**config.mk**
```make
export PLATFORM = sky130hd
export DESIGN_NAME = hazard_ctrl
export DESIGN_NICKNAME = d
export VERILOG_FILES = /design/src/rtl/hazard_pkg.sv /design/src/rtl/hazard_ctrl_sat_counter.sv /design/src/rtl/hazard_ctrl.sv
export SDC_FILE = /design/constraint.sdc
export NUM_CORES = 1
export LEC_CHECK = 0
export CAP_MARGIN = 15
export CORE_MARGIN = 2
export CORE_UTILIZATION = 40
export DETAILED_ROUTE_END_ITERATION = 8
export PLACE_DENSITY_LB_ADDON = 0.3
export SYNTH_ARGS = -nofsm -noshare
export SYNTH_HDL_FRONTEND = slang
export SYNTH_SLANG_ARGS = --single-unit
```
**constraint.sdc**
```tcl
create_clock -name clk -period 8.66 [get_ports clk]
set_clock_uncertainty 0.05 [all_clocks]
set_input_delay 2.165 -clock clk [delete_from_list [all_inputs] [get_ports clk]]
set_output_delay 2.165 -clock clk [all_outputs]
set_load 0.01 [all_outputs]
```
**src/rtl/hazard_pkg.sv**
```systemverilog
// Shared types for the pipeline hazard sequencer: shadow-register entry and
// per-cycle operating mode.
package hazard_pkg;

    localparam int HZ_REG_AW = 5;

    // One in-flight destination: valid only for instructions that write a
    // non-zero register.
    typedef struct packed {
        logic                 valid;
        logic [HZ_REG_AW-1:0] rd;
    } sb_entry_t;

    typedef enum logic [1:0] {
        RUN      = 2'd0,
        HAZARD   = 2'd1,
        REDIRECT = 2'd2,
        FREEZE   = 2'd3
    } mode_e;

    localparam sb_entry_t SB_EMPTY = '0;

endpackage

```
**src/rtl/hazard_ctrl_sat_counter.sv**
```systemverilog
// Saturating up-counter with synchronous clear; clear wins over increment.
module sat_counter #(
    parameter int CNT_W = 32
) (
    input  logic             clk,
    input  logic             rst_n,
    input  logic             clr,
    input  logic             inc,
    output logic [CNT_W-1:0] cnt
);

    logic [CNT_W-1:0] cnt_d;
    logic [CNT_W-1:0] cnt_q;

    // Next count: clear, else increment unless already at all-ones.
    always_comb begin
        cnt_d = cnt_q;
        if (clr) begin
            cnt_d = '0;
        end else if (inc && !(&cnt_q)) begin
            cnt_d = cnt_q + 1'b1;
        end
    end

    // Count register.
    always_ff @(posedge clk or negedge rst_n) begin
        if (!rst_n) begin
            cnt_q <= '0;
        end else begin
            cnt_q <= cnt_d;
        end
    end

    assign cnt = cnt_q;

endmodule

```
**src/rtl/hazard_ctrl.sv**
```systemverilog
// Hazard sequencer for a 5-stage pipe without forwarding.
//
//   mode     | meaning
//   ---------+-----------------------------------------------------------
//   RUN      | pipe advances; ID instruction enters the EX shadow slot
//   HAZARD   | RAW on an in-flight rd: hold PC and IF/ID, bubble ID/EX
//   REDIRECT | EX-resolved taken control flow: flush IF/ID and ID/EX
//   FREEZE   | data memory busy: everything holds, shadow included
//
// The shadow (EX, MEM, WB) is the only state; the mode is decided each
// cycle from it and the inputs.
module hazard_ctrl
    import hazard_pkg::*;
#(
    parameter int REG_AW    = 5,
    parameter int WB_BYPASS = 0,
    parameter int CNT_W     = 32
) (
    input  logic              clk,
    input  logic              rst_n,
    input  logic              id_valid,
    input  logic [REG_AW-1:0] id_rs1,
    input  logic [REG_AW-1:0] id_rs2,
    input  logic              id_rs1_used,
    input  logic              id_rs2_used,
    input  logic [REG_AW-1:0] id_rd,
    input  logic              id_rd_wren,
    input  logic              ex_redirect,
    input  logic              dmem_stall,
    input  logic              cnt_clr,
    output logic              pc_en,
    output logic              if_id_en,
    output logic              if_id_flush,
    output logic              id_ex_flush,
    output logic              hazard_stall,
    output logic [CNT_W-1:0]  stall_cnt,
    output logic [CNT_W-1:0]  flush_cnt,
    output logic [CNT_W-1:0]  freeze_cnt
);

    sb_entry_t ex_d, ex_q;
    sb_entry_t mem_d, mem_q;
    sb_entry_t wb_d, wb_q;
    mode_e     mode;
    logic      rs1_hit;
    logic      rs2_hit;
    logic      raw;

    // Source-vs-shadow compare; with write-through regfile the WB slot is
    // already visible to ID and cannot cause a hazard.
    always_comb begin
        rs1_hit = (ex_q.valid && ex_q.rd == id_rs1) ||
                  (mem_q.valid && mem_q.rd == id_rs1) ||
                  (WB_BYPASS == 0 && wb_q.valid && wb_q.rd == id_rs1);
        rs2_hit = (ex_q.valid && ex_q.rd == id_rs2) ||
                  (mem_q.valid && mem_q.rd == id_rs2) ||
                  (WB_BYPASS == 0 && wb_q.valid && wb_q.rd == id_rs2);
        raw     = id_valid &&
                  ((id_rs1_used && id_rs1 != '0 && rs1_hit) ||
                   (id_rs2_used && id_rs2 != '0 && rs2_hit));
    end

    // Mode select, pipe controls and next shadow contents.
    always_comb begin
        mode         = RUN;
        pc_en        = 1'b1;
        if_id_en     = 1'b1;
        if_id_flush  = 1'b0;
        id_ex_flush  = 1'b0;
        hazard_stall = 1'b0;
        ex_d.valid   = id_valid && id_rd_wren && (id_rd != '0);
        ex_d.rd      = id_rd;
        mem_d        = ex_q;
        wb_d         = mem_q;
        if (dmem_stall) begin
            // A pending redirect stays in EX and is re-presented afterwards.
            mode     = FREEZE;
            pc_en    = 1'b0;
            if_id_en = 1'b0;
            ex_d     = ex_q;
            mem_d    = mem_q;
            wb_d     = wb_q;
        end else if (ex_redirect) begin
            mode        = REDIRECT;
            if_id_flush = 1'b1;
            id_ex_flush = 1'b1;
            ex_d        = SB_EMPTY;
        end else if (raw) begin
            mode         = HAZARD;
            pc_en        = 1'b0;
            if_id_en     = 1'b0;
            id_ex_flush  = 1'b1;
            hazard_stall = 1'b1;
            ex_d         = SB_EMPTY;
        end
    end

    // Shadow shift register.
    always_ff @(posedge clk or negedge rst_n) begin
        if (!rst_n) begin
            ex_q  <= SB_EMPTY;
            mem_q <= SB_EMPTY;
            wb_q  <= SB_EMPTY;
        end else begin
            ex_q  <= ex_d;
            mem_q <= mem_d;
            wb_q  <= wb_d;
        end
    end

    sat_counter #(.CNT_W(CNT_W)) u_stall_cnt (
        .clk   (clk),
        .rst_n (rst_n),
        .clr   (cnt_clr),
        .inc   (mode == HAZARD),
        .cnt   (stall_cnt)
    );

    sat_counter #(.CNT_W(CNT_W)) u_flush_cnt (
        .clk   (clk),
        .rst_n (rst_n),
        .clr   (cnt_clr),
        .inc   (mode == REDIRECT),
        .cnt   (flush_cnt)
    );

    sat_counter #(.CNT_W(CNT_W)) u_freeze_cnt (
        .clk   (clk),
        .rst_n (rst_n),
        .clr   (cnt_clr),
        .inc   (mode == FREEZE),
        .cnt   (freeze_cnt)
    );

endmodule

```
Yosys cells after proc, flatten, opt, wreduce, memory -nomap -nowiden. Index checks and enable logic that the tools add are counted.

Output and inout port bits: 101. Logic and storage cells: 75. Input port bits: 24. Bits in registers: 114.

Reductions and logical operators: 33. Eq/ne operators: 9. Add/subtract/negate cells: 3. Muxes and demuxes: 21.

Operators with widths (number): $mux W32 (6); $add A32 B1 Y32 const B (3); $reduce_and A32 Y1 (3); $eq A5 B5 Y1 (6); $logic_and A1 B1 Y1 (16); $reduce_bool A5 Y1 (3); $mux W6 (2); $mux W1 (11); $reduce_bool A2 Y1 (3); $logic_or A1 B1 Y1 (5); $eq A2 B2 Y1 const B (2); $mux W2 (2); $logic_not A1 Y1 (3); $eq A2 B1 Y1 const B (1).

Longest topological paths before layout. Gate-level depths: netlist (run 1).

Word-level depth: 14. Gate-level depth with buffers: 10. Gate-level depth less buffers: 8.

By module. Synthesis (run 1) repeated with hierarchy kept, for this count alone.

Cell total of the unflattened synthesis: 675. Area, all modules: 6678.9 um^2.

By module, submodules not included: sat_counter at u_freeze_cnt ... (sequential area each 800.8 um^2, times used 2, cells each 190, area each 1865.5 um^2); sat_counter at u_flush_cnt (sequential area each 800.8 um^2, times used 1, cells each 194, area each 1831.8 um^2); hazard_ctrl (sequential area each 450.4 um^2, times used 1, cells each 101, area each 1116.1 um^2).

Least setup slack after synthesis (run 1). No wires, ideal clock.

Kind: input -> output. Start point: in id_rs1[0]. End point: out hazard_stall. Required time: 6.445 ns. Slack: 2.846 ns. Path buffers: 2. Stages on the path: 7. Data arrival time: 3.599 ns. Cells stage by stage: or4_1 -> o211ai_1 -> or3_1 -> o22a_2 -> buf_6 -> buf_2 -> inv_1.

Word-level cells in the longest chain between the ends: 10. Elaborated cells between the ends (all ways): 16. Classes of those cells: eq/ne: 3; mux: 3; reduce/logical: 10.

Ends and longest elaborated chain: start, declared (RTL line hazard_ctrl.sv:22) `input logic [REG_AW-1:0] id_rs1,`; $eq A5 B5 Y1, on equally long branches (RTL line hazard_ctrl.sv:52, hazard_ctrl.sv:53); $logic_and A1 B1 Y1, on equally long branches (RTL line hazard_ctrl.sv:52, hazard_ctrl.sv:53); $logic_or A1 B1 Y1 (RTL line hazard_ctrl.sv:52) `rs1_hit = (ex_q.valid && ex_q.rd == id_rs1) ||`; $logic_or A1 B1 Y1 (RTL line hazard_ctrl.sv:53) `(mem_q.valid && mem_q.rd == id_rs1) ||`; $logic_and A1 B1 Y1 (*) (RTL line hazard_ctrl.sv:59) `((id_rs1_used && id_rs1 != '0 && rs1_hit) ||`; $logic_or A1 B1 Y1 (*) (RTL line hazard_ctrl.sv:59); $logic_and A1 B1 Y1 (*) (RTL line hazard_ctrl.sv:58) `raw = id_valid &&`; $mux W1 (*) (RTL line hazard_ctrl.sv:88) `end else if (raw) begin`; $mux W1 (*) (RTL line hazard_ctrl.sv:83) `end else if (ex_redirect) begin`; $mux W1 (*) (RTL line hazard_ctrl.sv:75) `if (dmem_stall) begin`; end, declared (RTL line hazard_ctrl.sv:35) `output logic hazard_stall,`.

Every way passes the cells marked *; elsewhere a longest branch is shown, timed or not.

Final worst setup path (run 1).
Start point: in id_rs1[3]. End point: out hazard_stall.

The elaborated chain is that of the path after synthesis.

==> results.json, run 1 <==
{
  "status": "finished, final reports clean",
  "synthSimpleGateAreaFrac_pct": 26.21,
  "path_class": "in2out",
  "hold_class": "reg2reg",
  "grt_pass1_vias": 5409,
  "dp_hpwl_um": 11320,
  "p_leak_nw": 3.172,
  "htree_levels": 4,
  "path_max_fanout": 27,
  "grt_max_degree": 60,
  "diodes": 0,
  "syn_nets": 692,
  "power.density_nw_per_um2": 159.8,
  "hold_path_depth": 2,
  "numCtsBuffers": 17,
  "cts_tree": "done",
  "worst_slew_pin_slew_ns": 0.7753,
  "fin_tns_setup_ns": 0,
  "slew_headroom_pct": 48.31,
  "crit_chain": "clkdlybuf4s50_1 -> or4_1 -> o211ai_1 -> or3_1 -> o22a_2 -> inv_1 -> clkdlybuf4s50_1",
  "regArea_um2": 2853,
  "clkTransAtPathRegs_ns": 0.05,
  "fmax_mhz": 144.2,
  "num_rows": 45,
  "synth_adder_area_share_pct": 0.5988,
  "drt_iter0_drc": 347,
  "cpMostUsedCell": "clkdlybuf4s50_1",
  "nNetsFinal": 813,
  "synth_compound_area_share_pct": 10.44,
  "postCtsSetupBuffers": 0,
  "synthesis.area_um2": 6269,
  "via_per_inst": 5.531,
  "fin_util_pct": 53.96,
  "fp.dieArea_um2": 16690,
  "port_buffers": 124,
  "clock_sinks": 114,
  "multi_input_area_um2": 3209,
  "ys_seq_elements": 114,
  "postCtsHoldBufs": 0,
  "syn_avg_cell_area_um2": 9.426,
  "ys_seq_area_share_pct": 45.51,
  "root_buffer": "clkbuf_16",
  "start_kind": "primary input",
  "wl_per_cell_um": 16.06,
  "grtUsageTotal_pct": 20.25,
  "synthXorXnorAreaFrac_pct": 10.62,
  "rsz0062_at_grt": "false",
  "yosysUniqueCellTypes": 48,
  "reg2reg_depth": 7,
  "hold_violations": 0,
  "synth_area_leaders": "dfrtp_1 46%, xor2_1 5.9%, xnor2_1 4.8%",
  "cts_resized": 0,
  "worst_ep_required_time_ns": 6.45,
  "max_stage_delay_ns": 0.54,
  "drc": 0,
  "crit_slowest_cell": "or4_1",
  "vias": 5575,
  "grt_overflow": 0,
  "ir_drop_mv": 0.1207,
  "synth_top_area_share_pct": 45.51,
  "fill_cells": 1338,
  "core_area_um2": 15260,
  "power_mw": 1.316,
  "io_pins": 125,
  "clockBufferDepth": 2,
  "synth_top_family_by_area": "simple AND/OR/NAND/NOR gates",
  "die_x_um": 129.2,
  "critPathArrivalTime_ns": 4.72,
  "ant_nets": 0,
  "slew_violations": 0,
  "syn_inst": 665,
  "routed_wl_um": 16190,
  "area_growth_syn_to_layout_pct": 31.36,
  "first_pass_iters": 5,
  "antenna_found_initial": 0,
  "ys_warn_count": 0,
  "synth_edf_count": 0,
  "ys.flop_type": "dfrtp_1",
  "drive_gt1_share_pct": 7.277,
  "clk_latency_ns": 0.42,
  "drv_cap": 0,
  "synth.largest_area_cell": "dfrtp_1",
  "setup_viol": 0,
  "die_h_um": 129.2,
  "hold_ws_ns": 0.5210,
  "endpoint_kind": "primary output",
  "synthMuxAreaShare_pct": 3.194,
  "async_flop_share_pct": 100.0,
  "fin_crit_sh_pct": 80.08,
  "grt_pass1_wl_um": 26830,
  "final.min_clock_period_ns": 6.935,
  "start_util_pct": 41.08,
  "gp_congestion": 0.9680
}
==> metal layers <==
layer / wire length, µm / vias to the layer above / part of all wire [%] / track usage [%]
met2: 7990 / 160 / 49 / 33.25
met3: 838 / 34 / 5.2 / 4.955
met1: 7005 / 2745 / 43 / 25.41
li1: - / 2636 / - / -
met5: 0 / - / 0 / 0
met4: 354 / 0 / 2.2 / 8.951
==> synth_stat cells, drive strengths merged, types with 3 or more instances <==
cell and n:
buf 11, and4 7, nand2 45, a22o 6, o21ai 29, and2 5
dfrtp 114, mux2 16, nand3 42, ha 3, clkbuf 16, nor2b 4
xnor2 34, inv 18, o31ai 8, or3 30, o21a 10, xor2 42
and3 13, nand4 28, nor4 22, o31a 6, nor2 70, nor3 23
or4 12, a21oi 37
==> critical path: cells and delay by family <==
family / cells / cell delay [ns]
buf+inv: 3 / 1.08
simple gates: 2 / 0.71
compound gates: 2 / 0.75
==> power breakdown <==
group          leakage (nW)  internal, mW  switching [mW]
registers              1.58         0.544          0.0151
clock network         0.280         0.440           0.236
logic                  1.32        0.0360          0.0439
==> layout make-up <==
class                   count  area share [%]
repair buffers            129           15.48
flip-flops and latches    114           34.65
clock inverters             6          0.9725
well taps                 211           3.206
clock buffers              24           5.850
inverters                  19          0.8661
multi-input cells         505           38.98
==> kinds of logic (layout without fill, tap and decap cells) <==
logic type      after synthesis  after routing
xor+xnor                     76             76
mux                          18             18
buf+inv                      46            178
compound gates              106            106
fa+ha+maj                     3              3
flops                       114            114
simple gates                302            302
==> registers in the layout, summed over array words and instances (netlist names) <==
name              flops
u_flush_cnt.cnt      32
u_freeze_cnt.cnt     32
u_stall_cnt.cnt      32
ex_q                  6
mem_q                 6
wb_q                  6
==> per-stage QoR <==
stage	setup slack, ns	std cells	instance area, µm²
4_1_cts	1.734	1007	8223
5_1_grt	1.554	1008	8234
3_5_place_dp	1.735	977	7661
2_1_floorplan	2.846	665	6269
3_3_place_gp	1.809	977	7661
6_report	1.725	1008	8234
==> cells in the final DEF, fill, tap and decap left out, types with 17 or more instances in the layout <==
| cell type | count |
|---|---|
| a21oi_1 | 37 |
| clkbuf_16 | 17 |
| clkdlybuf4s50_1 | 122 |
| dfrtp_1 | 114 |
| inv_1 | 18 |
| nand2_1 | 45 |
| nand3_1 | 41 |
| nand4_1 | 27 |
| nor2_1 | 68 |
| nor3_1 | 21 |
| nor4_1 | 18 |
| o21ai_0 | 18 |
| or3_1 | 30 |
| xnor2_1 | 34 |
| xor2_1 | 42 |
==> worst paths after layout <==
check	slack, ns	to	start
min reg2reg	0.52	u_flush_cnt.cnt[18]	u_flush_cnt.cnt[18]
max reg2reg	5.94	u_stall_cnt.cnt[16]	u_stall_cnt.cnt[3]
max	1.73	hazard_stall	id_rs1[3]
min	0.52	u_flush_cnt.cnt[18]	u_flush_cnt.cnt[18]
max in group asynchronous	5.51	mem_q[1]	rst_n
min in group asynchronous	1.73	wb_q[1]	rst_n
Note: power is estimated with default switching activity, not from simulation.
==> inputs of run 2 (changes only) <==
clock period = 6.05 ns   (was 8.66 ns; I/O delays follow)
==> run 2 against run 1 <==
Register-to-register slack worse by 2.9 ns. Flip-flop and latch count unchanged. Sequential power up 43%. Clock-buffer cell count down 2. First-iteration DRC count up 5.5%. Core utilization up 0.52 points. Wire length up 1.7%. Critical endpoint is now id_ex_flush. Largest cell class unchanged. Largest power group unchanged.
==> results.json, run 2 (same netlist as run 1, synthesis figures left out) <==
{
  "fill_cells": 1383,
  "final.min_clock_period_ns": 5.503,
  "hold_violations": 0,
  "start_kind": "primary input",
  "clockBufferDepth": 2,
  "clk_latency_ns": 0.42,
  "start_util_pct": 41.08,
  "p_sw_share_pct": 22.32,
  "die_h_um": 129.2,
  "first_pass_iters": 4,
  "cts_tree": "done",
  "clkTransAtPathRegs_ns": 0.05,
  "slew_violations": 0,
  "pwr-share-comb_pct": 5.9,
  "worst_slew_pin_slew_ns": 1.077,
  "core_area_um2": 15260,
  "grt_pass1_vias": 5400,
  "power.density_nw_per_um2": 236.5,
  "fmax_mhz": 181.7,
  "endpoint_kind": "primary output",
  "fin_ws_ns": 0.5468,
  "final_common_cell": "clkdlybuf4s50_1",
  "area_growth_syn_to_layout_pct": 32.63,
  "critPathArrivalTime_ns": 3.94,
  "layout_common_cells": "122 x clkdlybuf4s50_1, 114 x dfrtp_1, 68 x nor2_1, 45 x nand2_1, 42 x xor2_1",
  "drv_cap": 0,
  "port_buffers": 124,
  "dp_hpwl_um": 11630,
  "nNetsFinal": 815,
  "grtUsageTotal_pct": 20.32,
  "clkPwrFrac_pct": 53.4,
  "fin_crit_sh_pct": 90.96,
  "timing.rr.end": "u_stall_cnt.cnt[5]",
  "rsz0062_at_grt": "false",
  "path_max_fanout": 4,
  "internal_power_mw": 1.528,
  "slew_headroom_pct": 28.14,
  "fp.dieArea_um2": 16690,
  "vias": 5558,
  "grt_pass1_wl_um": 26940,
  "drc": 0,
  "postCtsSetupBuffers": 0,
  "critPathLaunch": "id_rs1[0]",
  "rrSetupSlack_ns": 3.06,
  "root_buffer": "clkbuf_16",
  "grt_max_degree": 63,
  "postCtsHoldBufs": 0,
  "timing.rr.start": "u_stall_cnt.cnt[13]",
  "seqPwrFrac_pct": 40.7,
  "io_pins": 125,
  "setup_viol": 0,
  "drt_iter0_drc": 366,
  "p_leak_nw": 3.218,
  "wl_per_cell_um": 16.27,
  "dp_cells": 979,
  "ir_drop_mv": 0.1904,
  "cts_resized": 0,
  "gp_congestion": 0.9438,
  "hold_class": "reg2reg",
  "die_x_um": 129.2,
  "grt_overflow": 0,
  "status": "finished, final reports clean",
  "ant_nets": 0,
  "worst_ep_required_time_ns": 4.49,
  "routed_wl_um": 16460,
  "preCtsSetupSlack_ns": 0.6098,
  "path_class": "in2out",
  "via_per_inst": 5.492,
  "htree_levels": 4,
  "hold_ws_ns": 0.5169,
  "numCtsBuffers": 17,
  "switchingPower_mw": 0.4390,
  "diodes": 0,
  "fin_tns_setup_ns": 0,
  "clock_sinks": 114,
  "drive_gt1_share_pct": 8.240,
  "cp-endpoint": "id_ex_flush",
  "num_rows": 45,
  "antenna_found_initial": 0,
  "reg2reg_depth": 8,
  "finalNonFillerCells": 1012
}
## run 2: power by group through the flow
stage	logic (mW)	registers, mW	clock network, mW
after floorplan	0.0599	0.806	0
after global placement	0.113	0.812	0
after detailed placement	0.117	0.813	0
after CTS	0.118	0.800	1.07
after global routing	0.128	0.801	1.10
final	0.116	0.800	1.05
## run 2: worst min path at each step
stage / from / endpoint / cells after the start
global route: u_flush_cnt.cnt[18] / u_flush_cnt.cnt[18] / 2
finish: u_flush_cnt.cnt[18] / u_flush_cnt.cnt[18] / 2
CTS: u_flush_cnt.cnt[21] / u_flush_cnt.cnt[21] / 2
detailed placement: u_flush_cnt.cnt[23] / u_flush_cnt.cnt[23] / 2
global placement: wb_q[5] / wb_q[5] / 1
floorplan: wb_q[5] / wb_q[5] / 1
## run 2: cell type report
class / instances / area (µm²) / share of cell area (%)
multi-input cells: 505 / 3209 / 38.60
flip-flops and latches: 114 / 2853 / 34.31
repair buffers: 131 / 1294 / 15.56
clock buffers: 22 / 494.2 / 5.944
well taps: 211 / 264.0 / 3.175
clock inverters: 10 / 128.9 / 1.550
inverters: 19 / 71.32 / 0.8578
## run 2: per-layer routing
metal | share of wire [%] | GRT usage, % | wire length (µm)
met2 | 49 | 32.91 | 8052
met1 | 44 | 26.14 | 7206
met5 | 0 | 0 | 0
met3 | 5.2 | 4.831 | 852
met4 | 2.1 | 8.632 | 353
## run 2: through the flow
| step | utilization, % | total power, mW | area (µm²) |
|---|---|---|---|
| finish | 54.49 | 1.967 | 8314 |
| global route | 54.49 | 2.032 | 8314 |
| CTS | 54.39 | 1.984 | 8299 |
| detailed placement | 50.31 | 0.9297 | 7676 |
| global placement | 50.31 | 0.9245 | 7676 |
| floorplan | - | 0.8663 | 6269 |
## run 2: critical path, stage by stage
cell and delay, ns:
clkdlybuf4s50_1 0.52, xor2_1 0.21, nor4_1 0.32, nand3_1 0.15, and3_1 0.22, o22ai_1 0.28
nor2_1 0.07, nor2_1 0.10, clkdlybuf4s50_1 0.55
==> inputs of run 3 (changes only) <==
--- a/constraint.sdc
+++ b/constraint.sdc
@@ -3,3 +3,3 @@
 set_input_delay 1.5125 -clock clk [delete_from_list [all_inputs] [get_ports clk]]
 set_output_delay 1.5125 -clock clk [all_outputs]
-set_load 0.01 [all_outputs]
+set_load 0.02 [all_outputs]
==> run 3 against run 2 <==
Die area unchanged. Highest routed layer unchanged. Sequential share of layout area increased by 0.12 points. Worst setup slack got worse by 0.060 ns. Flip-flop and latch count unchanged. Register-to-register slack about the same. First-iteration DRC count decreased by 16%. Sequential power about the same. Power decreased by 2.2%. Clock-buffer cell count increased by 5. Via count increased by 0.72%. Non-clock buffer count unchanged.
==> results.json, run 3 (same netlist as run 1, synthesis figures left out) <==
{
  "status": "finished, final reports clean",
  "final_common_cell": "clkdlybuf4s50_1",
  "die_x_um": 129.2,
  "crit_chain": "clkdlybuf4s50_1 -> xor2_1 -> nor4_1 -> nand3_1 -> and3_1 -> o22ai_1 -> nor2_1 -> nor2_1 -> clkdlybuf4s50_1",
  "grtUsageTotal_pct": 20.33,
  "critPathLaunch": "id_rs2[1]",
  "p_leak_nw": 3.196,
  "slew_headroom_pct": 29.71,
  "worst_ep_required_time_ns": 4.49,
  "die_h_um": 129.2,
  "grt_pass1_wl_um": 26680,
  "grt_max_degree": 63,
  "routed_wl_um": 16310,
  "endpoint_kind": "primary output",
  "vias": 5598,
  "max_stage_delay_ns": 0.61,
  "clock_sinks": 114,
  "htree_levels": 4,
  "fin_crit_sh_pct": 91.95,
  "clkTransAtPathRegs_ns": 0.05,
  "rsz0062_at_grt": "false",
  "slew_violations": 0,
  "path_class": "in2out",
  "dp_cells": 979,
  "crit_slowest_cell": "clkdlybuf4s50_1",
  "drc": 0,
  "drt_iter0_drc": 309,
  "finalNonFillerCells": 1011,
  "layout_common_cells": "122 x clkdlybuf4s50_1, 114 x dfrtp_1, 68 x nor2_1, 45 x nand2_1, 42 x xor2_1",
  "cts_tree": "done",
  "root_buffer": "clkbuf_16",
  "grt_pass1_vias": 5283,
  "first_pass_iters": 5,
  "met3_usage_pct": 4.831,
  "grt_use_met2_pct": 32.41,
  "power.density_nw_per_um2": 232.2,
  "via_per_inst": 5.537,
  "cts_resized": 0,
  "fp.dieArea_um2": 16690,
  "fin_tns_setup_ns": 0,
  "port_buffers": 124,
  "ant_nets": 0,
  "drv_cap": 0,
  "busiest_layer": "met2",
  "final.min_clock_period_ns": 5.563,
  "postCtsHoldBufs": 0,
  "drive_gt1_share_pct": 7.625,
  "clk_latency_ns": 0.42,
  "critPathArrivalTime_ns": 4.00,
  "diodes": 0,
  "timing.rr.start": "u_stall_cnt.cnt[13]",
  "dp_hpwl_um": 11500,
  "antenna_found_initial": 0,
  "worst_slew_pin_slew_ns": 1.053,
  "area_growth_syn_to_layout_pct": 32.16,
  "hold_violations": 0,
  "ir_drop_mv": 0.1762,
  "start_util_pct": 41.08,
  "core_area_um2": 15260,
  "io_pins": 125,
  "timing.rr.end": "u_stall_cnt.cnt[5]",
  "num_rows": 45,
  "wl_per_cell_um": 16.13,
  "path_max_fanout": 4,
  "cp-endpoint": "id_ex_flush",
  "numCtsBuffers": 17,
  "gp_congestion": 0.9493,
  "start_kind": "primary input",
  "fmax_mhz": 179.8,
  "postCtsSetupBuffers": 0,
  "grt_overflow": 0,
  "grt_use_met1_pct": 26.34,
  "reg2reg_depth": 8,
  "fill_cells": 1369,
  "clockBufferDepth": 2,
  "setup_viol": 0,
  "hold_class": "reg2reg",
  "nNetsFinal": 815,
  "rrSetupSlack_ns": 3.07
}
## run 3: final cells by class
cell class                      count  area (µm²)  share of cell area, %
Clock buffer                       27       523.0                  6.313
Clock inverter                      4       70.07                 0.8458
Tap cell                          211       264.0                  3.187
Timing Repair Buffer              131        1294                  15.62
Multi-Input combinational cell    505        3209                  38.74
Inverter                           19       71.32                 0.8609
Sequential cell                   114        2853                  34.44
## run 3: critical path: cells and delay by family
family,cells,cell delay [ns]
buffers and inverters,2,1.14
xor gates and xnor gates,1,0.22
AOI/OAI and AO/OA,1,0.25
and+or+nand+nor,5,0.86
## run 3: layer usage
layer  up-vias  share of wire [%]  wire [µm]
met3        32                5.3        869
met5         -                  0          0
li1       2656                  -          -
met2       160                 49       7956
met4         0                2.0        325
met1      2750                 44       7160
## run 3: worst min-delay path by stage
stage	from	to	slack, ns	cells after the start
after floorplan	wb_q[5]	wb_q[5]	0.45	1
after global placement	wb_q[5]	wb_q[5]	0.50	1
after detailed placement	wb_q[5]	wb_q[5]	0.50	1
after CTS	wb_q[5]	wb_q[5]	0.51	1
after global routing	wb_q[5]	wb_q[5]	0.54	1
final	wb_q[5]	wb_q[5]	0.51	1
## run 3: per-stage QoR
stage | cell area, µm² | total power [mW] | hold slack [ns] | setup WS, ns | utilization [%]
3_5_place_dp | 7676 | 0.9331 | 0.4953 | 0.5203 | 50.31
4_1_cts | 8269 | 1.947 | 0.5076 | 0.4919 | 54.19
6_report | 8284 | 1.924 | 0.5080 | 0.4871 | 54.29
3_3_place_gp | 7676 | 0.9274 | 0.5008 | 0.6182 | 50.31
5_1_grt | 8284 | 1.995 | 0.5360 | 0.2731 | 54.29
2_1_floorplan | 6269 | 0.8691 | 0.4513 | 1.506 | -
## run 3: power breakdown
group          switching [mW]  leakage (nW)  internal, mW  total, mW
clock                   0.335         0.293         0.668       1.00
combinational          0.0683          1.33        0.0520      0.120
sequential             0.0219          1.58         0.778      0.800
total                   0.426          3.20          1.50       1.92
